`config.mk`:
```
export PLATFORM = sky130hd
export DESIGN_NAME = detect_sequencer_flat
export DESIGN_NICKNAME = d
export VERILOG_FILES = /design/src/rtl/detect_sequencer_pkg.sv /design/src/rtl/detect_sequencer_if.sv /design/src/rtl/detect_sequencer_roi_geom.sv /design/src/rtl/detect_sequencer.sv /design/src/flat_wrapper.sv
export SDC_FILE = /design/constraint.sdc
export NUM_CORES = 1
export LEC_CHECK = 0
export ABC_AREA = 1
export CORE_ASPECT_RATIO = 1.5
export CORE_MARGIN = 3
export CORE_UTILIZATION = 30
export CTS_BUF_LIST = sky130_fd_sc_hd__clkbuf_2
export CTS_CLUSTER_SIZE = 25
export DETAILED_ROUTE_END_ITERATION = 8
export GPL_TIMING_DRIVEN = 1
export PLACE_DENSITY_LB_ADDON = 0.1
export SLEW_MARGIN = 10
export SYNTH_ARGS = -nofsm -noshare
export SYNTH_HDL_FRONTEND = slang
export SYNTH_SLANG_ARGS = --single-unit
export TNS_END_PERCENT = 50
```
`constraint.sdc`:
```
create_clock -name clk -period 4.6 [get_ports clk]
set_input_delay 0.92 -clock clk [delete_from_list [all_inputs] [get_ports clk]]
set_output_delay 0.92 -clock clk [all_outputs]
set_load 0.05 [all_outputs]
```
`src/rtl/detect_sequencer_pkg.sv`:
```
// Shared definitions for the face-detector frame sequencer: state encoding,
// read-pipe depth, default detection window and the ROI record layout.
package detect_sequencer_pkg;

  typedef enum logic [2:0] {
    ST_IDLE      = 3'd0,
    ST_START     = 3'd1,
    ST_STREAM    = 3'd2,
    ST_DRAIN     = 3'd3,
    ST_WAIT_DONE = 3'd4,
    ST_RESULT    = 3'd5
  } state_t;

  // Cycles between a buffer read strobe and the pixel reaching the detector:
  // one for the memory itself, one for the pixel output register.
  localparam int RD_PIPE_DEPTH = 2;

  // Edge of the unscaled detection window, in pixels.
  localparam int DEFAULT_ROI_SIZE = 24;

  typedef struct packed {
    logic       face;
    logic       timeout;
    logic [7:0] x;
    logic [7:0] y;
    logic [7:0] w;
    logic [7:0] h;
  } roi_rec_t;

  // base << shamt, clamped to 255; any shift of 8 or more clamps outright.
  function automatic logic [7:0] sat_shift_u8(input logic [7:0] base,
                                              input logic [7:0] shamt);
    logic [15:0] wide;
    logic [7:0]  result;
    wide = {8'h00, base} << shamt[2:0];
    if (shamt >= 8'd8) begin
      result = 8'hFF;
    end else if (wide > 16'd255) begin
      result = 8'hFF;
    end else begin
      result = wide[7:0];
    end
    return result;
  endfunction

endpackage

```
`src/rtl/detect_sequencer_if.sv`:
```
// Result-record channel from the sequencer to the emotion-classifier side.
// The master drives the record and valid; the slave answers with ready.
interface detect_sequencer_if;
  logic       res_valid;
  logic       res_ready;
  logic       res_face;
  logic       res_timeout;
  logic [7:0] res_x;
  logic [7:0] res_y;
  logic [7:0] res_w;
  logic [7:0] res_h;

  modport master (
    output res_valid, res_face, res_timeout, res_x, res_y, res_w, res_h,
    input  res_ready
  );

  modport slave (
    input  res_valid, res_face, res_timeout, res_x, res_y, res_w, res_h,
    output res_ready
  );
endinterface

```
`src/rtl/detect_sequencer_roi_geom.sv`:
```
// Combinational ROI geometry: scales the base window by 2^scale (clamped to
// 255) and clips it against the right/bottom frame border. A detection whose
// anchor lies outside the frame is reported as no face with zero size.
module roi_geom
  import detect_sequencer_pkg::*;
#(
  parameter int IMG_WIDTH  = 64,
  parameter int IMG_HEIGHT = 64,
  parameter int ROI_SIZE   = DEFAULT_ROI_SIZE
) (
  input  logic       det_i,
  input  logic [7:0] x_i,
  input  logic [7:0] y_i,
  input  logic [7:0] scale_i,
  output logic       face_o,
  output logic [7:0] w_o,
  output logic [7:0] h_o
);

  localparam logic [15:0] IMG_W16 = 16'(IMG_WIDTH);
  localparam logic [15:0] IMG_H16 = 16'(IMG_HEIGHT);

  logic [7:0]  extent;
  logic [15:0] room_x;
  logic [15:0] room_y;
  logic        in_frame;

  assign extent   = sat_shift_u8(8'(ROI_SIZE), scale_i);
  assign room_x   = IMG_W16 - {8'h00, x_i};
  assign room_y   = IMG_H16 - {8'h00, y_i};
  assign in_frame = ({8'h00, x_i} < IMG_W16) && ({8'h00, y_i} < IMG_H16);

  // Face flag and clipped window size; zero size whenever no face is reported.
  always_comb begin
    face_o = det_i && in_frame;
    w_o    = 8'h00;
    h_o    = 8'h00;
    if (det_i && in_frame) begin
      w_o = ({8'h00, extent} < room_x) ? extent : room_x[7:0];
      h_o = ({8'h00, extent} < room_y) ? extent : room_y[7:0];
    end
  end

endmodule

```
`src/rtl/detect_sequencer.sv`:
```
// Frame-level controller for face_detector: waits for a full frame, pulses
// det_start, streams the buffer in raster order, waits for det_done (bounded
// by a timeout) and hands a registered ROI record to the classifier side.
module detect_sequencer
  import detect_sequencer_pkg::*;
#(
  parameter int IMG_WIDTH      = 64,
  parameter int IMG_HEIGHT     = 64,
  parameter int PIXEL_WIDTH    = 8,
  parameter int ADDR_WIDTH     = 12,
  parameter int TIMEOUT_CYCLES = 65536,
  parameter int ROI_SIZE       = DEFAULT_ROI_SIZE
) (
  input  logic                   clk,
  input  logic                   rst,
  input  logic                   frame_ready,
  output logic                   frame_release,
  output logic                   mem_rd,
  output logic [ADDR_WIDTH-1:0]  mem_addr,
  input  logic [PIXEL_WIDTH-1:0] mem_data,
  output logic                   det_start,
  output logic [PIXEL_WIDTH-1:0] det_pixel,
  output logic                   det_pixel_valid,
  input  logic                   det_face_detected,
  input  logic [7:0]             det_face_x,
  input  logic [7:0]             det_face_y,
  input  logic [7:0]             det_face_scale,
  input  logic                   det_done,
  detect_sequencer_if.master     res,
  output logic                   busy,
  output logic [15:0]            frame_count
);

  localparam int                    NUM_PIX    = IMG_WIDTH * IMG_HEIGHT;
  localparam logic [ADDR_WIDTH-1:0] LAST_ADDR  = ADDR_WIDTH'(NUM_PIX - 1);
  localparam int                    TMO_W      = $clog2(TIMEOUT_CYCLES + 1);
  localparam logic [TMO_W-1:0]      TMO_LAST   = TMO_W'(TIMEOUT_CYCLES - 1);
  localparam logic [1:0]            DRAIN_LAST = 2'(RD_PIPE_DEPTH - 1);

  state_t                   state_q, state_d;
  logic [ADDR_WIDTH-1:0]    addr_q;
  logic [1:0]               drain_q;
  logic [TMO_W-1:0]         tmo_q;
  logic [RD_PIPE_DEPTH-1:0] rd_pipe_q;
  logic [PIXEL_WIDTH-1:0]   pix_q;
  logic                     busy_q;
  logic [15:0]              frame_cnt_q;
  roi_rec_t                 rec_q, rec_d;

  logic       tmo_hit;
  logic       capture;
  logic       geom_face;
  logic [7:0] geom_w;
  logic [7:0] geom_h;

  // The counter sits at TIMEOUT_CYCLES-1 on the last WAIT_DONE cycle allowed.
  assign tmo_hit = (tmo_q == TMO_LAST);
  assign capture = (state_q == ST_WAIT_DONE) && (det_done || tmo_hit);

  roi_geom #(
    .IMG_WIDTH (IMG_WIDTH),
    .IMG_HEIGHT(IMG_HEIGHT),
    .ROI_SIZE  (ROI_SIZE)
  ) u_geom (
    .det_i  (det_face_detected),
    .x_i    (det_face_x),
    .y_i    (det_face_y),
    .scale_i(det_face_scale),
    .face_o (geom_face),
    .w_o    (geom_w),
    .h_o    (geom_h)
  );

  // State register.
  always_ff @(posedge clk) begin
    if (!rst) begin
      state_q <= ST_IDLE;
    end else begin
      state_q <= state_d;
    end
  end

  // Next-state logic; det_done only matters while waiting for it.
  always_comb begin
    state_d = state_q;
    case (state_q)
      ST_IDLE:      if (frame_ready && !res.res_valid) state_d = ST_START;
      ST_START:     state_d = ST_STREAM;
      ST_STREAM:    if (addr_q == LAST_ADDR) state_d = ST_DRAIN;
      ST_DRAIN:     if (drain_q == DRAIN_LAST) state_d = ST_WAIT_DONE;
      ST_WAIT_DONE: if (capture) state_d = ST_RESULT;
      ST_RESULT:    if (res.res_ready) state_d = ST_IDLE;
      default:      state_d = ST_IDLE;
    endcase
  end

  // Control outputs decoded from the registered state.
  always_comb begin
    det_start     = (state_q == ST_START);
    mem_rd        = (state_q == ST_STREAM);
    frame_release = (state_q == ST_DRAIN) && (drain_q == DRAIN_LAST);
    res.res_valid = (state_q == ST_RESULT);
  end

  // Record captured on WAIT_DONE exit: a real det_done beats a coincident timeout.
  always_comb begin
    rec_d = rec_q;
    if (capture) begin
      rec_d = '0;
      if (det_done) begin
        rec_d.face = geom_face;
        if (geom_face) begin
          rec_d.x = det_face_x;
          rec_d.y = det_face_y;
          rec_d.w = geom_w;
          rec_d.h = geom_h;
        end
      end else begin
        rec_d.timeout = 1'b1;
      end
    end
  end

  // Address/drain/timeout counters, pixel pipe, record, busy and frame count.
  always_ff @(posedge clk) begin
    if (!rst) begin
      addr_q      <= '0;
      drain_q     <= '0;
      tmo_q       <= '0;
      rd_pipe_q   <= '0;
      pix_q       <= '0;
      busy_q      <= 1'b0;
      frame_cnt_q <= '0;
      rec_q       <= '0;
    end else begin
      if (state_q == ST_START) begin
        addr_q <= '0;
      end else if (state_q == ST_STREAM) begin
        addr_q <= addr_q + ADDR_WIDTH'(1);
      end
      drain_q   <= (state_q == ST_DRAIN) ? drain_q + 2'd1 : 2'd0;
      tmo_q     <= (state_q == ST_WAIT_DONE) ? tmo_q + TMO_W'(1) : '0;
      rd_pipe_q <= {rd_pipe_q[RD_PIPE_DEPTH-2:0], mem_rd};
      if (rd_pipe_q[0]) begin
        pix_q <= mem_data;
      end
      busy_q <= (state_d != ST_IDLE);
      rec_q  <= rec_d;
      if (capture) begin
        frame_cnt_q <= frame_cnt_q + 16'd1;
      end
    end
  end

  assign mem_addr        = addr_q;
  assign det_pixel       = pix_q;
  assign det_pixel_valid = rd_pipe_q[RD_PIPE_DEPTH-1];
  assign busy            = busy_q;
  assign frame_count     = frame_cnt_q;
  assign res.res_face    = rec_q.face;
  assign res.res_timeout = rec_q.timeout;
  assign res.res_x       = rec_q.x;
  assign res.res_y       = rec_q.y;
  assign res.res_w       = rec_q.w;
  assign res.res_h       = rec_q.h;

endmodule

```
`src/flat_wrapper.sv`:
```
// flat-port wrapper written by rule: the top's interface ports become plain ports
module detect_sequencer_flat import detect_sequencer_pkg::*;
#(
  parameter int IMG_WIDTH      = 64,
  parameter int IMG_HEIGHT     = 64,
  parameter int PIXEL_WIDTH    = 8,
  parameter int ADDR_WIDTH     = 12,
  parameter int TIMEOUT_CYCLES = 65536,
  parameter int ROI_SIZE       = DEFAULT_ROI_SIZE
)
  (clk, rst, frame_ready, frame_release, mem_rd, mem_addr, mem_data, det_start, det_pixel, det_pixel_valid, det_face_detected, det_face_x, det_face_y, det_face_scale, det_done, busy, frame_count, res_res_valid, res_res_face, res_res_timeout, res_res_x, res_res_y, res_res_w, res_res_h, res_res_ready);
  detect_sequencer_if res_i ();
  input  logic clk;
  input  logic rst;
  input  logic frame_ready;
  output logic frame_release;
  output logic mem_rd;
  output logic [ADDR_WIDTH-1:0] mem_addr;
  input  logic [PIXEL_WIDTH-1:0] mem_data;
  output logic det_start;
  output logic [PIXEL_WIDTH-1:0] det_pixel;
  output logic det_pixel_valid;
  input  logic det_face_detected;
  input  logic [7:0] det_face_x;
  input  logic [7:0] det_face_y;
  input  logic [7:0] det_face_scale;
  input  logic det_done;
  output logic busy;
  output logic [15:0] frame_count;
  output wire logic [$bits(res_i.res_valid)-1:0] res_res_valid;
  output wire logic [$bits(res_i.res_face)-1:0] res_res_face;
  output wire logic [$bits(res_i.res_timeout)-1:0] res_res_timeout;
  output wire logic [$bits(res_i.res_x)-1:0] res_res_x;
  output wire logic [$bits(res_i.res_y)-1:0] res_res_y;
  output wire logic [$bits(res_i.res_w)-1:0] res_res_w;
  output wire logic [$bits(res_i.res_h)-1:0] res_res_h;
  input wire logic [$bits(res_i.res_ready)-1:0] res_res_ready;
  assign res_res_valid = res_i.res_valid;
  assign res_res_face = res_i.res_face;
  assign res_res_timeout = res_i.res_timeout;
  assign res_res_x = res_i.res_x;
  assign res_res_y = res_i.res_y;
  assign res_res_w = res_i.res_w;
  assign res_res_h = res_i.res_h;
  assign res_i.res_ready = res_res_ready;
  detect_sequencer #(.IMG_WIDTH(IMG_WIDTH), .IMG_HEIGHT(IMG_HEIGHT), .PIXEL_WIDTH(PIXEL_WIDTH), .ADDR_WIDTH(ADDR_WIDTH), .TIMEOUT_CYCLES(TIMEOUT_CYCLES), .ROI_SIZE(ROI_SIZE)) u_core (.clk(clk), .rst(rst), .frame_ready(frame_ready), .frame_release(frame_release), .mem_rd(mem_rd), .mem_addr(mem_addr), .mem_data(mem_data), .det_start(det_start), .det_pixel(det_pixel), .det_pixel_valid(det_pixel_valid), .det_face_detected(det_face_detected), .det_face_x(det_face_x), .det_face_y(det_face_y), .det_face_scale(det_face_scale), .det_done(det_done), .res(res_i), .busy(busy), .frame_count(frame_count));
endmodule
```
==> results_dict.tcl <==
set metrics [dict create \
    outcome "completed" \
    synthTopCellsByCount "nand2_1 (131), dfxtp_1 (95), inv_1 (82)" \
    path_class "in -> reg" \
    final_util_pct 40.5 \
    ys_seq_area_share_pct 40.4 \
    gp_congestion 0.843 \
    viasPerCell 4.56 \
    syn_area_mm2 0.00471 \
    clkPwrFrac_pct 29.1 \
    slew_headroom_pct 62.2 \
    drt.antenna.violating_nets 0 \
    syn_inst 652 \
    tightestPinTransition_ns 0.565 \
    clock-root-buffer "clkbuf_2" \
    gr-total-overflow 0 \
    async_flop_share_pct 0 \
    hp-class "reg -> reg" \
    syn-num-nets 711 \
    antenna_found_initial 1 \
    initial_core_util_pct 31.0 \
    final_cells 967 \
    ys_types 36 \
    ys.flop_type "dfxtp_1" \
    synthToLayoutAreaGrowth_pct 30.7 \
    worst_ep_required_time_ns 5.06 \
    internal-power_mw 1.04 \
    dp_hpwl_um 9450 \
    slowest_stage "clkdlybuf4s50_1" \
    grt_first_pass_wirelength_um 20100 \
    cp.arrival_ns 3.66 \
    cts_hold_buf 0 \
    hold_ws_ns 0.452 \
    ctsHtreeMaxLevel 3 \
    post_cts_resized 0 \
    grt.total_usage_pct 14.4 \
    path_clk_slew_ns 0.30 \
    drv_slew 0 \
    setup_viol 0 \
    cts_tree "built" \
    powerDensity_mw_per_mm2 237 \
    ioPinCount 114 \
    drc 0 \
    drive_above_1_share_pct 6.65 \
    ys_ff_latch 95 \
    syn_avg_cell_area_um2 7.23 \
    grt_pass1_vias 4194 \
    setup_tns_ns 0 \
    cts_buffers 9 \
    place_inst 951 \
    skew_ns 0.0468 \
    wire_per_inst_um 12.7 \
    hold_viol_final 0 \
    p_switching_mw 0.420 \
    post_cts_buffers 0 \
    synth_top_area_share_pct 40.4 \
    critPathTopFamily "simple AND/OR/NAND/NOR gates" \
    p_total_mw 1.46 \
    num_vias 4406 \
    firstDrtPassIters 4 \
    nNetsFinal 822 \
    drtIter0Drc 187 \
    synth.largest_area_cell "dfxtp_1" \
    drv_cap 0 \
    fmaxAchievable_mhz 313 \
    cp-start-kind "primary input" \
    die_area_mm2 0.0173 \
    crit_path_max_incr_delay_ns 0.41 \
    yosys_warnings 0 \
    die_h_um 159 \
    clockBufferDepth 2 \
    vdd_drop_max_uv 112 \
    worstPathCellList "clkdlybuf4s50_1, nor2_1, nand3_1, nor2_1, inv_1, ha_1, a21oi_1, nor2_1, a211oi_1, nand2_1, nand2_1, nand2_1, nand3_1, a21oi_1" \
    swShare_pct 28.8 \
    synth_most_common_cell "nand2_1" \
    synth_edf_count 0 \
    finalCritPeriodShare_pct 69.5 \
    crit_fanout 12 \
    ys_top_cells_by_area "dfxtp_1 (40%), nand2_1 (10%), a21oi_1 (6.8%), inv_1 (6.5%), nor2_1 (6.1%)" \
    p_leak_nw 2.38 \
    routed_wl_um 12300 \
    pwr-share-comb_pct 13.2 \
    worstSetupEndpointType "register" \
    fin_crit_ns 3.20 \
    port_buffers 113 \
    clk-insertion-delay-late_ns 0.58 \
    core-area_mm2 0.0152 \
    cts.sinks 95 \
    seq_power_share_pct 57.7 \
    rows 55 \
    rsz0062_at_grt "no" \
    cp.buffers_inverters 2 \
    grt_max_degree 38 \
    r2r_setup_slack_ns 1.54 \
    die_w_um 108 \
]
-- layout make-up --
class | instances | area (um2)
fill | 1611 | 9050
multi-input combinational | 453 | 2400
antenna | 1 | 2.50
tap | 199 | 249
inverter | 88 | 333
clock inverter | 6 | 70.1
timing repair buffer | 116 | 1150
clock buffer | 9 | 45.0
sequential | 95 | 1900
-- final timing paths --
check	start	to	depth (start not counted)
worst max-delay path	det_face_scale[7]	u_core.res.res_w[0]	14
worst min-delay path	u_core.drain_q[0]	u_core.drain_q[0]	1
worst max register to register	u_core.tmo_q[0]	u_core.frame_count[13]	20
worst min register to register	u_core.drain_q[0]	u_core.drain_q[0]	1
-- per-stage QoR --
stage	worst slack [ns]	instance area [um2]
floorplan	1.69	4710
global placement	0.928	6040
detailed placement	0.829	6040
CTS	1.32	6150
global route	0.993	6160
finish	1.40	6160
-- registers in the layout, indices dropped and copies added, names as in the netlist, 3 cells and up --
signal,cells
u_core.det_pixel,8
u_core.state_q,3
u_core.res.res_y,8
u_core.tmo_q,17
u_core.res.res_w,8
u_core.frame_count,16
u_core.res.res_x,8
u_core.res.res_h,8
u_core.mem_addr,12
-- routing by layer --
layer / GRT usage, % / share of wire, %
met5: 0 / 0
met4: 4.94 / 1.7
met3: 3.12 / 5.6
met2: 25.1 / 50
met1: 17.2 / 43
-- logic make-up (layout without fill, tap and decap cells) --
| group | count (synthesis) | in the layout | share of synthesized area, % |
|---|---|---|---|
| other | 0 | 1 | 0 |
| and+or+nand+nor | 315 | 315 | 31.4 |
| xor gates and xnor gates | 12 | 12 | 2.23 |
| AOI/OAI and AO/OA | 105 | 105 | 11.8 |
| buffers and inverters | 104 | 219 | 8.66 |
| adders and majority gates | 21 | 21 | 5.58 |
| DFF | 95 | 95 | 40.4 |
-- power by group through the flow --
stage	clock (mW)	combinational [mW]	sequential, mW
floorplan	0	0.0941	0.880
global route	0.478	0.215	0.846
finish	0.425	0.193	0.843
CTS	0.449	0.196	0.844
detailed placement	0	0.195	0.858
global placement	0	0.193	0.857
-- placed cells by master, fill, tap and decap left out, types with 2 or more instances in the layout --
master	netlist	layout
a211oi_1	4	4
a21oi_1	64	64
a21oi_2	2	2
buf_4	4	3
clkbuf_2	0	9
clkdlybuf4s50_1	0	113
clkinv_4	0	2
dfxtp_1	95	95
ha_1	21	21
inv_1	82	82
inv_2	4	4
inv_6	0	2
nand2_1	131	131
nand2_2	2	2
nand2_4	2	2
nand3_1	54	54
nand3_2	2	2
nand4_1	4	4
nor2_1	76	76
nor2_2	2	2
nor2_4	5	5
nor3_1	20	20
nor3_4	4	4
nor3b_1	2	2
o21a_1	4	4
o21ai_0	28	28
o21ai_1	2	2
or2_2	6	6
xnor2_1	3	3
xor2_1	9	9
(Power assumes the default switching activity.)
